<file path="src/rtl/ahb_cmd_master.sv">
// rtl/ahb_cmd_master.sv - AHB-Lite initiator turning one-shot commands into SINGLE or INCR4 transfers
module ahb_cmd_master #(
  parameter int DATA_WIDTH = 32,
  parameter int ADDR_WIDTH = 32
) (
  input  logic                    HCLK,
  input  logic                    HRESET,
  input  logic                    cmd_valid,
  output logic                    cmd_ready,
  input  logic                    cmd_write,
  input  logic                    cmd_incr4,
  input  logic [ADDR_WIDTH-1:0]   cmd_addr,
  input  logic [2:0]              cmd_size,
  input  logic [4*DATA_WIDTH-1:0] cmd_wdata,
  output logic [ADDR_WIDTH-1:0]   HADDR,
  output logic [1:0]              HTRANS,
  output logic                    HWRITE,
  output logic [2:0]              HSIZE,
  output logic [2:0]              HBURST,
  output logic [3:0]              HPROT,
  output logic [DATA_WIDTH-1:0]   HWDATA,
  input  logic                    HREADY,
  input  logic                    HRESP,
  input  logic [DATA_WIDTH-1:0]   HRDATA,
  output logic                    rd_valid,
  output logic [DATA_WIDTH-1:0]   rd_data,
  output logic                    done,
  output logic                    done_err
);

  localparam logic [1:0] TRANS_IDLE   = 2'b00;
  localparam logic [1:0] TRANS_NONSEQ = 2'b10;
  localparam logic [1:0] TRANS_SEQ    = 2'b11;
  localparam logic [2:0] BURST_SINGLE = 3'b000;
  localparam logic [2:0] BURST_INCR4  = 3'b011;
  localparam int         MAX_SIZE     = $clog2(DATA_WIDTH / 8);

  // S_ADDR: first beat NONSEQ, no data phase yet
  // S_BURST: SEQ address of beat n overlaps data phase of beat n-1
  // S_LAST: only the final outstanding data phase remains
  typedef enum logic [2:0] {S_IDLE, S_ADDR, S_BURST, S_LAST, S_DONE} state_t;

  state_t                  state_q, state_d;
  logic [1:0]              beat_q, beat_d;
  logic                    err_q, err_d;
  logic [4*DATA_WIDTH-1:0] wdata_q, wdata_d;
  logic [ADDR_WIDTH-1:0]   haddr_q, haddr_d;
  logic [1:0]              htrans_q, htrans_d;
  logic                    hwrite_q, hwrite_d;
  logic [2:0]              hsize_q, hsize_d;
  logic [2:0]              hburst_q, hburst_d;
  logic [DATA_WIDTH-1:0]   hwdata_q, hwdata_d;
  logic                    rd_valid_q, rd_valid_d;
  logic [DATA_WIDTH-1:0]   rd_data_q, rd_data_d;

  logic                    accept;
  logic                    reject;
  logic                    data_done;
  logic [7:0]              align_mask;
  logic [10:0]             burst_end;
  logic [ADDR_WIDTH-1:0]   addr_step;
  logic [DATA_WIDTH-1:0]   beat_wdata;

  assign cmd_ready = (state_q == S_IDLE) || (state_q == S_DONE);
  assign accept    = cmd_valid & cmd_ready;

  // A command is refused if too wide for the bus, misaligned, or an INCR4 spilling past a 1 KB page
  assign align_mask = (8'd1 << cmd_size) - 8'd1;
  assign burst_end  = {1'b0, cmd_addr[9:0]} + (11'd4 << cmd_size);
  assign reject     = (int'(cmd_size) > MAX_SIZE)
                   || ((cmd_addr[7:0] & align_mask) != 8'd0)
                   || (cmd_incr4 && (burst_end > 11'd1024));

  assign addr_step  = {{(ADDR_WIDTH-1){1'b0}}, 1'b1} << hsize_q;
  assign beat_wdata = wdata_q[int'(beat_q)*DATA_WIDTH +: DATA_WIDTH];

  assign HADDR    = haddr_q;
  assign HTRANS   = htrans_q;
  assign HWRITE   = hwrite_q;
  assign HSIZE    = hsize_q;
  assign HBURST   = hburst_q;
  assign HPROT    = 4'b0011;
  assign HWDATA   = hwdata_q;
  assign rd_valid = rd_valid_q;
  assign rd_data  = rd_data_q;
  assign done     = (state_q == S_DONE);
  assign done_err = (state_q == S_DONE) && err_q;

  // Next-state and next bus values; every bus register holds unless an HREADY edge advances it
  always_comb begin
    state_d    = state_q;
    beat_d     = beat_q;
    err_d      = err_q;
    wdata_d    = wdata_q;
    haddr_d    = haddr_q;
    htrans_d   = htrans_q;
    hwrite_d   = hwrite_q;
    hsize_d    = hsize_q;
    hburst_d   = hburst_q;
    hwdata_d   = hwdata_q;
    rd_valid_d = 1'b0;
    rd_data_d  = rd_data_q;
    data_done  = 1'b0;

    case (state_q)
      S_IDLE, S_DONE: begin
        state_d  = S_IDLE;
        htrans_d = TRANS_IDLE;
        if (accept) begin
          err_d = reject;
          if (reject) begin
            state_d = S_DONE;
          end else begin
            state_d  = S_ADDR;
            beat_d   = 2'd0;
            wdata_d  = cmd_wdata;
            haddr_d  = cmd_addr;
            htrans_d = TRANS_NONSEQ;
            hwrite_d = cmd_write;
            hsize_d  = cmd_size;
            hburst_d = cmd_incr4 ? BURST_INCR4 : BURST_SINGLE;
          end
        end
      end

      S_ADDR: begin
        if (HREADY) begin
          hwdata_d = beat_wdata;
          if (hburst_q == BURST_INCR4) begin
            state_d  = S_BURST;
            beat_d   = beat_q + 2'd1;
            haddr_d  = haddr_q + addr_step;
            htrans_d = TRANS_SEQ;
          end else begin
            state_d  = S_LAST;
            htrans_d = TRANS_IDLE;
          end
        end
      end

      S_BURST: begin
        if (HREADY) begin
          data_done = 1'b1;
          hwdata_d  = beat_wdata;
          // On ERROR the beat just accepted still runs its data phase, nothing further is issued
          if (HRESP || (beat_q == 2'd3)) begin
            state_d  = S_LAST;
            htrans_d = TRANS_IDLE;
          end else begin
            beat_d   = beat_q + 2'd1;
            haddr_d  = haddr_q + addr_step;
            htrans_d = TRANS_SEQ;
          end
        end
      end

      S_LAST: begin
        if (HREADY) begin
          data_done = 1'b1;
          state_d   = S_DONE;
        end
      end

      default: state_d = S_IDLE;
    endcase

    if (data_done && HRESP) begin
      err_d = 1'b1;
    end
    if (data_done && !hwrite_q) begin
      rd_valid_d = 1'b1;
      rd_data_d  = HRDATA;
    end
  end

  // State and registered bus outputs; reset discards any command in flight
  always_ff @(posedge HCLK or posedge HRESET) begin
    if (HRESET) begin
      state_q    <= S_IDLE;
      beat_q     <= 2'd0;
      err_q      <= 1'b0;
      wdata_q    <= '0;
      haddr_q    <= '0;
      htrans_q   <= TRANS_IDLE;
      hwrite_q   <= 1'b0;
      hsize_q    <= 3'b010;
      hburst_q   <= BURST_SINGLE;
      hwdata_q   <= '0;
      rd_valid_q <= 1'b0;
      rd_data_q  <= '0;
    end else begin
      state_q    <= state_d;
      beat_q     <= beat_d;
      err_q      <= err_d;
      wdata_q    <= wdata_d;
      haddr_q    <= haddr_d;
      htrans_q   <= htrans_d;
      hwrite_q   <= hwrite_d;
      hsize_q    <= hsize_d;
      hburst_q   <= hburst_d;
      hwdata_q   <= hwdata_d;
      rd_valid_q <= rd_valid_d;
      rd_data_q  <= rd_data_d;
    end
  end

endmodule

</file>
<file path="config.mk">
export PLATFORM = sky130hd
export DESIGN_NAME = ahb_cmd_master
export DESIGN_NICKNAME = d
export VERILOG_FILES = /design/src/rtl/ahb_cmd_master.sv
export SDC_FILE = /design/constraint.sdc
export NUM_CORES = 1
export LEC_CHECK = 0
export CAP_MARGIN = 10
export CORE_MARGIN = 2
export CORE_UTILIZATION = 45
export CTS_CLUSTER_DIAMETER = 50
export CTS_CLUSTER_SIZE = 28
export DETAILED_ROUTE_END_ITERATION = 12
export GPL_ROUTABILITY_DRIVEN = 0
export PLACE_DENSITY = 0.83
export REMOVE_ABC_BUFFERS = 1
export SYNTH_ARGS = -nofsm -noshare
export SYNTH_HDL_FRONTEND = slang
export SYNTH_SLANG_ARGS = --single-unit
</file>
<file path="constraint.sdc">
create_clock -name HCLK -period 10.4 [get_ports HCLK]
set_input_delay 2.08 -clock HCLK [delete_from_list [all_inputs] [get_ports HCLK]]
set_output_delay 2.08 -clock HCLK [all_outputs]
set_load 0.1 [all_outputs]
</file>
# Word-level counts from Yosys, hierarchy flattened
# Index checks and enable logic that the tools add are counted.
[word_totals]
output_inout_bits = 113
elab_cells = 98
reg_bits = 240
input_bits = 202
[classes]
bitwise = 3
magnitude_cmp = 2
add_sub_neg = 4
n_reduce_logical = 23
n_eq_ne = 14
n_shift = 4
muxes = 36
[ops]
columns = ["op", "n"]
rows = [
  ["2-to-1 mux 32 bit", 6],
  ["indexed part select 128 x 8 -> 32 bit", 1],
  ["case mux 32 bit (3 select lines)", 1],
  ["adder 32 bit", 1],
  ["<< shifter 1 x 3 -> 32 bit, first input constant", 1],
  ["2-to-1 mux 2 bit", 13],
  ["2-to-1 mux 3 bit", 6],
  ["!= test 2 bit, second input constant", 8],
  ["case mux 2 bit (3 select lines)", 2],
  ["case mux 3 bit (4 select lines)", 1],
  ["adder 10 x 11 -> 11 bit", 1],
  ["> comparator 11 bit, second input constant", 1],
  ["<< shifter 3 x 3 -> 11 bit, first input constant", 1],
  ["== test 3 x 2 -> 1 bit, second input constant", 3],
  ["AND 8 bit", 1],
  ["nonzero test 8 bit", 1],
  ["<< shifter 1 x 3 -> 8 bit, first input constant", 1],
  ["subtractor 8 x 1 -> 8 bit, second input constant", 1],
  ["2-to-1 mux 1 bit", 7],
  ["AND reduction 7 bit", 1],
  ["AND reduction 3 bit", 2],
  ["OR reduction 2 bit", 3],
  ["logical AND 1 bit", 4],
  ["logical OR 1 bit", 4],
  ["other kinds (13)", 15],
]

# Logic depth before layout (Yosys ltp)
# Gate-level depths: netlist of run 1.
[depth]
ltp_word = 9
mapped_depth = 14
mapped_depth_nobuf = 12

# Worst setup path after synthesis of run 1
# Ideal clock, no wire load.
[synth_timing]
path_type = "in2reg"
from = "in cmd_size[1]"
to = "reg hsize_q[0], in the netlist HSIZE[0]"
arrival_ps = 5297
setup_time_ps = 126
t_required_ps = 10274
path_stages = 13
slack_ps = 4977
path_cell_list = "clkbuf_1 > nor3_1 > ha_1 > fa_1 > a31o_1 > o211a_1 > or3_1 > a2111o_1 > a31oi_2 > nand3_2 > buf_6 > buf_6 > mux2_4"
[synth_via]
elab_chain_cells = 8
elab_cells_between_ends = 13
cone_classes = "add/sub (2); order compare (2); shift (2); bitwise (2); reduce/logical (5)"
[synth_rtl]
columns = ["item", "line_no", "source"]
rows = [
  ["start: declaration", "13", "input logic [2:0] cmd_size,"],
  ["parallel branches: the longest is 5 deep, another holds adder 10 x 11 -> 11 bit", "n/a", ""],
  ["logical OR 1 bit *", "72", "|| (cmd_incr4 && (burst_end > 11'd1024));"],
  ["NOT 1 bit (no source line) *", "n/a", ""],
  ["AND reduction 3 bit (no source line) *", "n/a", ""],
  ["end signal: assignment", "199", "hsize_q <= hsize_d;"],
  ["end: declaration", "50", "logic [2:0] hsize_q, hsize_d;"],
]
# Mark *: on every way between the ends.
# A chain may end at the register's enable or synchronous reset.

# Final worst setup path of run 1
[layout_timing]
from = "in cmd_size[0]"
to = "reg wdata_q[101]"
[layout_via]
elab_chain_cells = 8
elab_cells_between_ends = 13
cone_classes = "add/sub (2); order compare (2); shift (2); bitwise (2); reduce/logical (5)"
[layout_rtl]
columns = ["item", "line_no", "source"]
rows = [
  ["parallel branches: the longest is 5 deep, another holds adder 10 x 11 -> 11 bit", "n/a", ""],
  ["logical OR 1 bit *", "72", ""],
  ["NOT 1 bit (no source line) *", "n/a", ""],
  ["AND reduction 3 bit (no source line) *", "n/a", ""],
  ["end signal: assignment", "195", "wdata_q <= wdata_d;"],
  ["end: declaration", "46", "logic [4*DATA_WIDTH-1:0] wdata_q, wdata_d;"],
]
# Marked as above.

==> summary.txt, run 1 <==
Status
  • Outcome: completed

Routing
  • Uppermost layer routed: met4
  • Via Count: between 8000 and 9000
  • Drt pass-1 iters: 5
  • DR WL met2: ~14 mm
  • DRT antenna net count: 0
  • Drt wl/cell: a little under 20 um
  • Avg Vias per Cell: approximately 5.4
  • Initial DRC count: 629
  • Met1 wire length: around 11 mm
  • Final WL: 28.7 mm
  • Met3 routed WL: 2.98 mm
  • Remaining DRCs: 0

Clock tree
  • CTS tree: done
  • CTS Buf Count: 26
  • Clock transition at path regs: around 60 ps
  • Worst skew pair latency: around 530 ps
  • CTS sink count: 238
  • Clock Tree Buf Depth: 3
  • Post_cts resized: 0
  • Setup Buffers After CTS: 0
  • CTS Hold Bufs: 0
  • H-tree Lvls: 1
  • Root buf cell: clkbuf_16

Timing
  • Slew HR: 29.1%
  • Achievable frequency: approximately 0.15 GHz
  • Final hold vios: 0
  • Skew final: 17.6 ps
  • Worst-Margin Slew: about 1100 ps
  • Max Slew Vio Count: 0
  • Final worst slack: about 4000 ps
  • Setup total negative slack: 0 ps
  • Setup-failing EPs final: 0
  • Hold_ws: ~500 ps
  • Crit share post-route: a little over three fifths
  • Crit path time final: around 6500 ps
  • RSZ-0062 raised after global routing: no

Setup path
  • CP Launch Type: input pin
  • R2R setup slack: a little under 7000 ps
  • Required @ worst endpoint: 10810 ps
  • Worst Reg-to-Reg Cells: 11
  • Worst Setup End Kind: flip-flop
  • Max FO, Critical Path: 54
  • Worst R2R End: HADDR[27]
  • Critical path class: in -> reg
  • CP Data Arrival Time: about 6900 ps
  • Reg2Reg Launch Point: HSIZE[2]

Yosys
  • Main combinational cell family by area after synthesis: multiplexers
  • Post-Synthesis Cells: around 850
  • Ys flop type: dfrtp_1
  • Mux cell area share after synthesis: around 28%
  • Cell Area, Synth: between 10000 and 15000 um^2
  • Seq/Total Area, Yosys: between 50% and 60%
  • Synth Area in Compound Gates: under 10%
  • Mean Syn Cell Area: 13.5 um^2
  • Yosys cell types: 62
  • XOR/XNOR Fraction of Synth Area: less than 1%
  • Synth async-reset ratio: 100%
  • Simple-gate share of the synthesized area: 5.78%
  • #FFs+latches synth: ~240
  • Adder-cell area share of the yosys netlist: ~2.2%
  • Number of flops mapped to enable cells by yosys: 0
  • Syn. warnings: 0

Floorplan
  • DIE WIDTH: 163 um
  • Initial core utilization: a little under half
  • I/O Pins: around 320
  • Die height: ~160 um
  • Die ar.: 26600 um^2
  • Core area: about 25000 um^2
  • Site Rows: a little under 60

Global routing
  • Tot GR Track Use: 21.3%
  • First-pass GRT wire length: roughly 45 mm
  • Total gr overflow: 0
  • Antenna violations before repair: 1
  • Vias in the first global route: around 8400
  • Largest net degree at the start of global routing: 100

Worst hold path
  • Hold path depth: 1
  • Hold_sp: rd_data[10]
  • Hold WC Path Type: reg -> reg
  • Worst Hold Path EP: rd_data[10]

Place
  • Pre-CTS WS: around 3400 ps
  • IO buf count: just over 300
  • Placed cell count: approximately 1400
  • Post-DP HPWL: between 15 and 20 mm

Final layout
  • Nets: roughly 1400
  • Most common cell after layout, fill and taps aside: clkdlybuf4s50_1
  • Finished Layout Cells: between 1000 and 1500
  • Share of layout cells above drive strength 1: 25.9%
  • Synth-to-Final Area Change: 37.1%
  • Commonest non-fill, non-tap cells in the layout: 309 x clkdlybuf4s50_1, 235 x dfrtp_1, 140 x mux2_2, 58 x mux2_4, 45 x nand2_1

Flow run
  • Max_cap viols: 0
[registers in the layout, summed over array words and instances, names as in the netlist]
| name | cells |
|---|---|
| HTRANS | 2 |
| err_q | 1 |
| wdata_q | 128 |
| HWDATA | 32 |
| state_q | 3 |
| HADDR | 32 |
| rd_data | 32 |
| beat_q | 2 |
| HBURST | 1 |
| HWRITE | 1 |
| rd_valid | 1 |
| HSIZE | 3 |
[critical path, cell delays in order]
cell	delay [ps]
clkdlybuf4s50_1	640
nor3b_1	380
ha_1	300
a21o_1	200
maj3_1	360
o31ai_1	270
mux2i_1	120
a2111o_1	460
a31oi_2	290
nand3_4	710
buf_4	610
mux2_4	380
[layout make-up]
| cell class | instances | area (um^2) |
|---|---|---|
| clock buffers | 30 | 707 |
| inverters | 14 | 60.1 |
| clock inverters | 18 | 180 |
| diodes | 1 | 2.50 |
| fillers | 1914 | 9410 |
| well taps | 330 | 413 |
| flip-flops and latches | 238 | 5960 |
| multi-input cells | 543 | 5150 |
| repair buffers | 318 | 3160 |
[how the worst max path moves through the flow]
| stage | start | endpoint | slack, ps | depth (start not counted) |
|---|---|---|---|---|
| 5_1_grt | cmd_size[0] | wdata_q[76] | 3590 | 12 |
| 4_1_cts | cmd_size[0] | wdata_q[101] | 3910 | 12 |
| 3_5_place_dp | cmd_size[0] | wdata_q[101] | 3360 | 12 |
| 6_report | cmd_size[0] | wdata_q[101] | 3900 | 12 |
| 3_3_place_gp | cmd_size[0] | wdata_q[75] | 3460 | 12 |
| 2_1_floorplan | HRESET | HADDR[0] | 1790 | 1 |
[through the flow]
| step | area [um^2] | utilization [%] |
|---|---|---|
| CTS | 15600 | 62.4 |
| global route | 15600 | 62.4 |
| global placement | 14700 | 58.9 |
| floorplan | 11100 | - |
| finish | 15600 | 62.4 |
| detailed placement | 14700 | 58.9 |
[synth_stat cells (3+ instances only)]
cell type / instances / area, um^2
dfrtp_1: 237 / 5930
mux2_2: 140 / 1580
mux2_4: 58 / 871
nand2_1: 45 / 169
o21ai_0: 40 / 200
a21oi_1: 39 / 195
mux4_2: 32 / 721
clkbuf_1: 27 / 101
nor2_1: 24 / 90.1
ha_1: 16 / 200
o22ai_1: 15 / 93.8
inv_1: 14 / 52.6
a22o_1: 10 / 87.6
buf_1: 10 / 37.5
nand3_1: 9 / 45.0
and3_1: 8 / 50.1
nor3_1: 8 / 40.0
buf_6: 7 / 78.8
a21o_1: 6 / 45.0
buf_4: 6 / 45.0
nand2b_1: 6 / 37.5
o31ai_1: 6 / 45.0
a31oi_1: 5 / 31.3
and3b_1: 4 / 35.0
buf_2: 4 / 20.0
nand4_1: 4 / 25.0
nor2b_1: 4 / 25.0
nor3b_1: 4 / 30.0
o21a_1: 4 / 30.0
o31a_1: 4 / 35.0
or3_1: 4 / 25.0
xnor2_1: 4 / 35.0
and2_1: 3 / 18.8
xor2_1: 3 / 26.3
[logic make-up after synthesis]
kind of cell	count (synthesis)
AO/OA/AOI/OAI	149
XOR/XNOR	7
other	2
adder cells (fa/ha/maj)	19
multiplexers	232
AND/OR/NAND/NOR	131
buffers and inverters	68
flip-flops	238
[layer usage]
metal / vias to the layer above / global-route usage (%)
met1: 4032 / 26.7
met2: 357 / 35.9
met4: 0 / 5.11
li1: 3698 / -
met5: - / 0
met3: 38 / 7.14
Power of run 1 is left out: the tool's default activity adds up to more than one toggle a clock period on the data nets, which glitch-free logic cannot reach.
==> run 2, diff against run 1 <==
Clock period 10.4 ns to 6.8 ns, I/O delays scaled along.
==> summary.txt, run 2 (synthesized netlist as in run 1, its figures left out) <==
Setup path
  • CP Launch Type: input pin (unchanged)
  • Worst Setup End Kind: flip-flop (unchanged)
  • Crit path largest cell delay: 650 ps (was 710 ps)
  • CP Data Arrival Time: 5530 ps (was 6910 ps)
  • Critical path class: in -> reg (unchanged)
  • Slowest cell on crit path: clkdlybuf4s50_1 (was nand3_4)
  • CP Cell Sequence: clkdlybuf4s50_1 > nor3_1 > ha_1 > fa_1 > a31o_1 > or3_1 > a211o_1 > a2111o_1 > a31oi_2 > nand3_4 > buf_12 > mux2_4 (was clkdlybuf4s50_1 > nor3b_1 > ha_1 > a21o_1 > maj3_1 > o31ai_1 > mux2i_1 > a2111o_1 > a31oi_2 > nand3_4 > buf_4 > mux2_4)
  • CP startpoint: cmd_size[0] (unchanged)
  • Reg2Reg Launch Point: HSIZE[0] (was HSIZE[2])
  • Max FO, Critical Path: 132 (was 54)
  • Required @ worst endpoint: 7200 ps (was 10810 ps)

Timing
  • RSZ-0062 raised after global routing: no (unchanged)
  • Achievable frequency: roughly 0.2 GHz
  • Crit path time final: 5130 ps
  • Worst-Margin Slew: 1040 ps (was 1060 ps)
  • Slew HR: 30.7% (was 29.1%)
  • Final hold vios: 0 (unchanged)
  • Max Slew Vio Count: 0 (unchanged)
  • Crit share post-route: approximately 75%
  • Setup-failing EPs final: 0 (unchanged)
  • Skew final: 20.5 ps (was 17.6 ps)

Final layout
  • Ant diodes: 0 (was 1)
  • Most common cell after layout, fill and taps aside: clkdlybuf4s50_1 (unchanged)
  • Most flops, register: wdata_q (unchanged)
  • Largest register FFs: 128 (unchanged)
  • Synth-to-Final Area Change: 38.5% (was 37.1%)
  • Nets: 1362 (was 1361)
  • Commonest non-fill, non-tap cells in the layout: 309 x clkdlybuf4s50_1, 235 x dfrtp_1, 140 x mux2_2, 58 x mux2_4, 45 x nand2_1 (unchanged)
  • Core Util, Final: 63.1% (was 62.4%)
  • Share of layout cells above drive strength 1: 26.1% (was 25.9%)
  • Final instance area: 15800 um^2 (was 15600 um^2)

Flow run
  • Max_cap viols: 0 (unchanged)

Global routing
  • Total gr overflow: 0 (unchanged)
  • Tot GR Track Use: 21.0% (was 21.3%)
  • Largest net degree at the start of global routing: 138 (was 100)
  • Most Used Layer, Global Route: met2 (unchanged)
  • First-pass GRT wire length: 44.6 mm (was 45.1 mm)
  • M3 GR Usage: 7.14% (unchanged)
  • GRT met2 Usage: 35.3% (was 35.9%)
  • Antenna violations before repair: 0 (was 1)
  • Vias in the first global route: 8406 (was 8421)
  • Grt met1 use: 25.9% (was 26.7%)

Place
  • IO buf count: 309 (unchanged)
  • DP Area: 14800 um^2 (was 14700 um^2)
  • Post-DP HPWL: 19.3 mm (was 19.8 mm)

Clock tree
  • CTS Buf Count: 28 (was 26)
  • Setup Buffers After CTS: 0 (unchanged)
  • CTS sink count: 238 (unchanged)
  • Clock transition at path regs: 60 ps (about the same)
  • CTS Hold Bufs: 0 (unchanged)
  • Post_cts resized: 0 (unchanged)
  • CTS tree: done (unchanged)
  • Clock Tree Buf Depth: 3 (unchanged)
  • H-tree Lvls: 1 (unchanged)
  • Root buf cell: clkbuf_16 (unchanged)
  • Worst skew pair latency: 530 ps (about the same)

Floorplan
  • Initial core utilization: 45.5% (unchanged)
  • I/O Pins: 315 (unchanged)
  • Die ar.: 26600 um^2 (unchanged)
  • Die height: 163 um (unchanged)
  • Core area: 25000 um^2 (unchanged)
  • DIE WIDTH: 163 um (unchanged)
  • Site Rows: 58 (unchanged)

Routing
  • Initial DRC count: 649 (was 629)
  • Drt wl/cell: 18.8 um (was 19.2 um)
  • Drt pass-1 iters: 5 (unchanged)
  • Remaining DRCs: 0 (unchanged)
  • Avg Vias per Cell: 5.41 (was 5.45)
  • Via Count: 8080 (was 8125)
  • Final WL: 28.1 mm (was 28.7 mm)
  • DRT antenna net count: 0 (unchanged)

Status
  • Outcome: completed (unchanged)

Worst hold path
  • Hold_sp: wdata_q[123] (was rd_data[10])
  • Hold WC Path Type: reg -> reg (unchanged)
[run 2: cell type report]
cell class,count,area (um^2)
multi-input combinational,543,5150
inverter,14,60.1
sequential,238,5960
fill,1897,9240
tap,330,413
clock inverter,20,280
timing repair buffer,317,3180
clock buffer,32,757
[run 2: metal layers]
metal | part of all wire (%) | wire, um
met5 | 0 | 0
met3 | 9.9 | 2790
met4 | 1.9 | 544
met2 | 49 | 13700
met1 | 40 | 11100
[run 2: worst paths after layout]
kind | end | slack [ps] | cells after the start
worst min-delay path | wdata_q[123] | 500 | 1
worst min register to register | wdata_q[123] | 500 | 1
worst max-delay path | wdata_q[75] | 1670 | 12
worst max register to register | HADDR[27] | 3240 | 11
max in group asynchronous | wdata_q[81] | 4280 | 3
min in group asynchronous | rd_data[11] | 1430 | 2
[run 2: stage by stage]
step | std cells | TNS (ps) | hold WS (ps) | setup WS (ps)
floorplan | 795 | -264300 | 474 | -1090
global placement | 1442 | 0 | 482 | 1370
detailed placement | 1442 | 0 | 488 | 1290
CTS | 1494 | 0 | 502 | 1850
global route | 1494 | 0 | 515 | 1560
finish | 1494 | 0 | 500 | 1670
[run 2: critical path: cells and delay by family]
family / cells / cell delay (ps)
compound gates: 4 / 1260
buf+inv: 2 / 930
fa+ha+maj: 2 / 670
simple gates: 3 / 610
mux: 1 / 460
Power of run 2 is left out for the same reason.
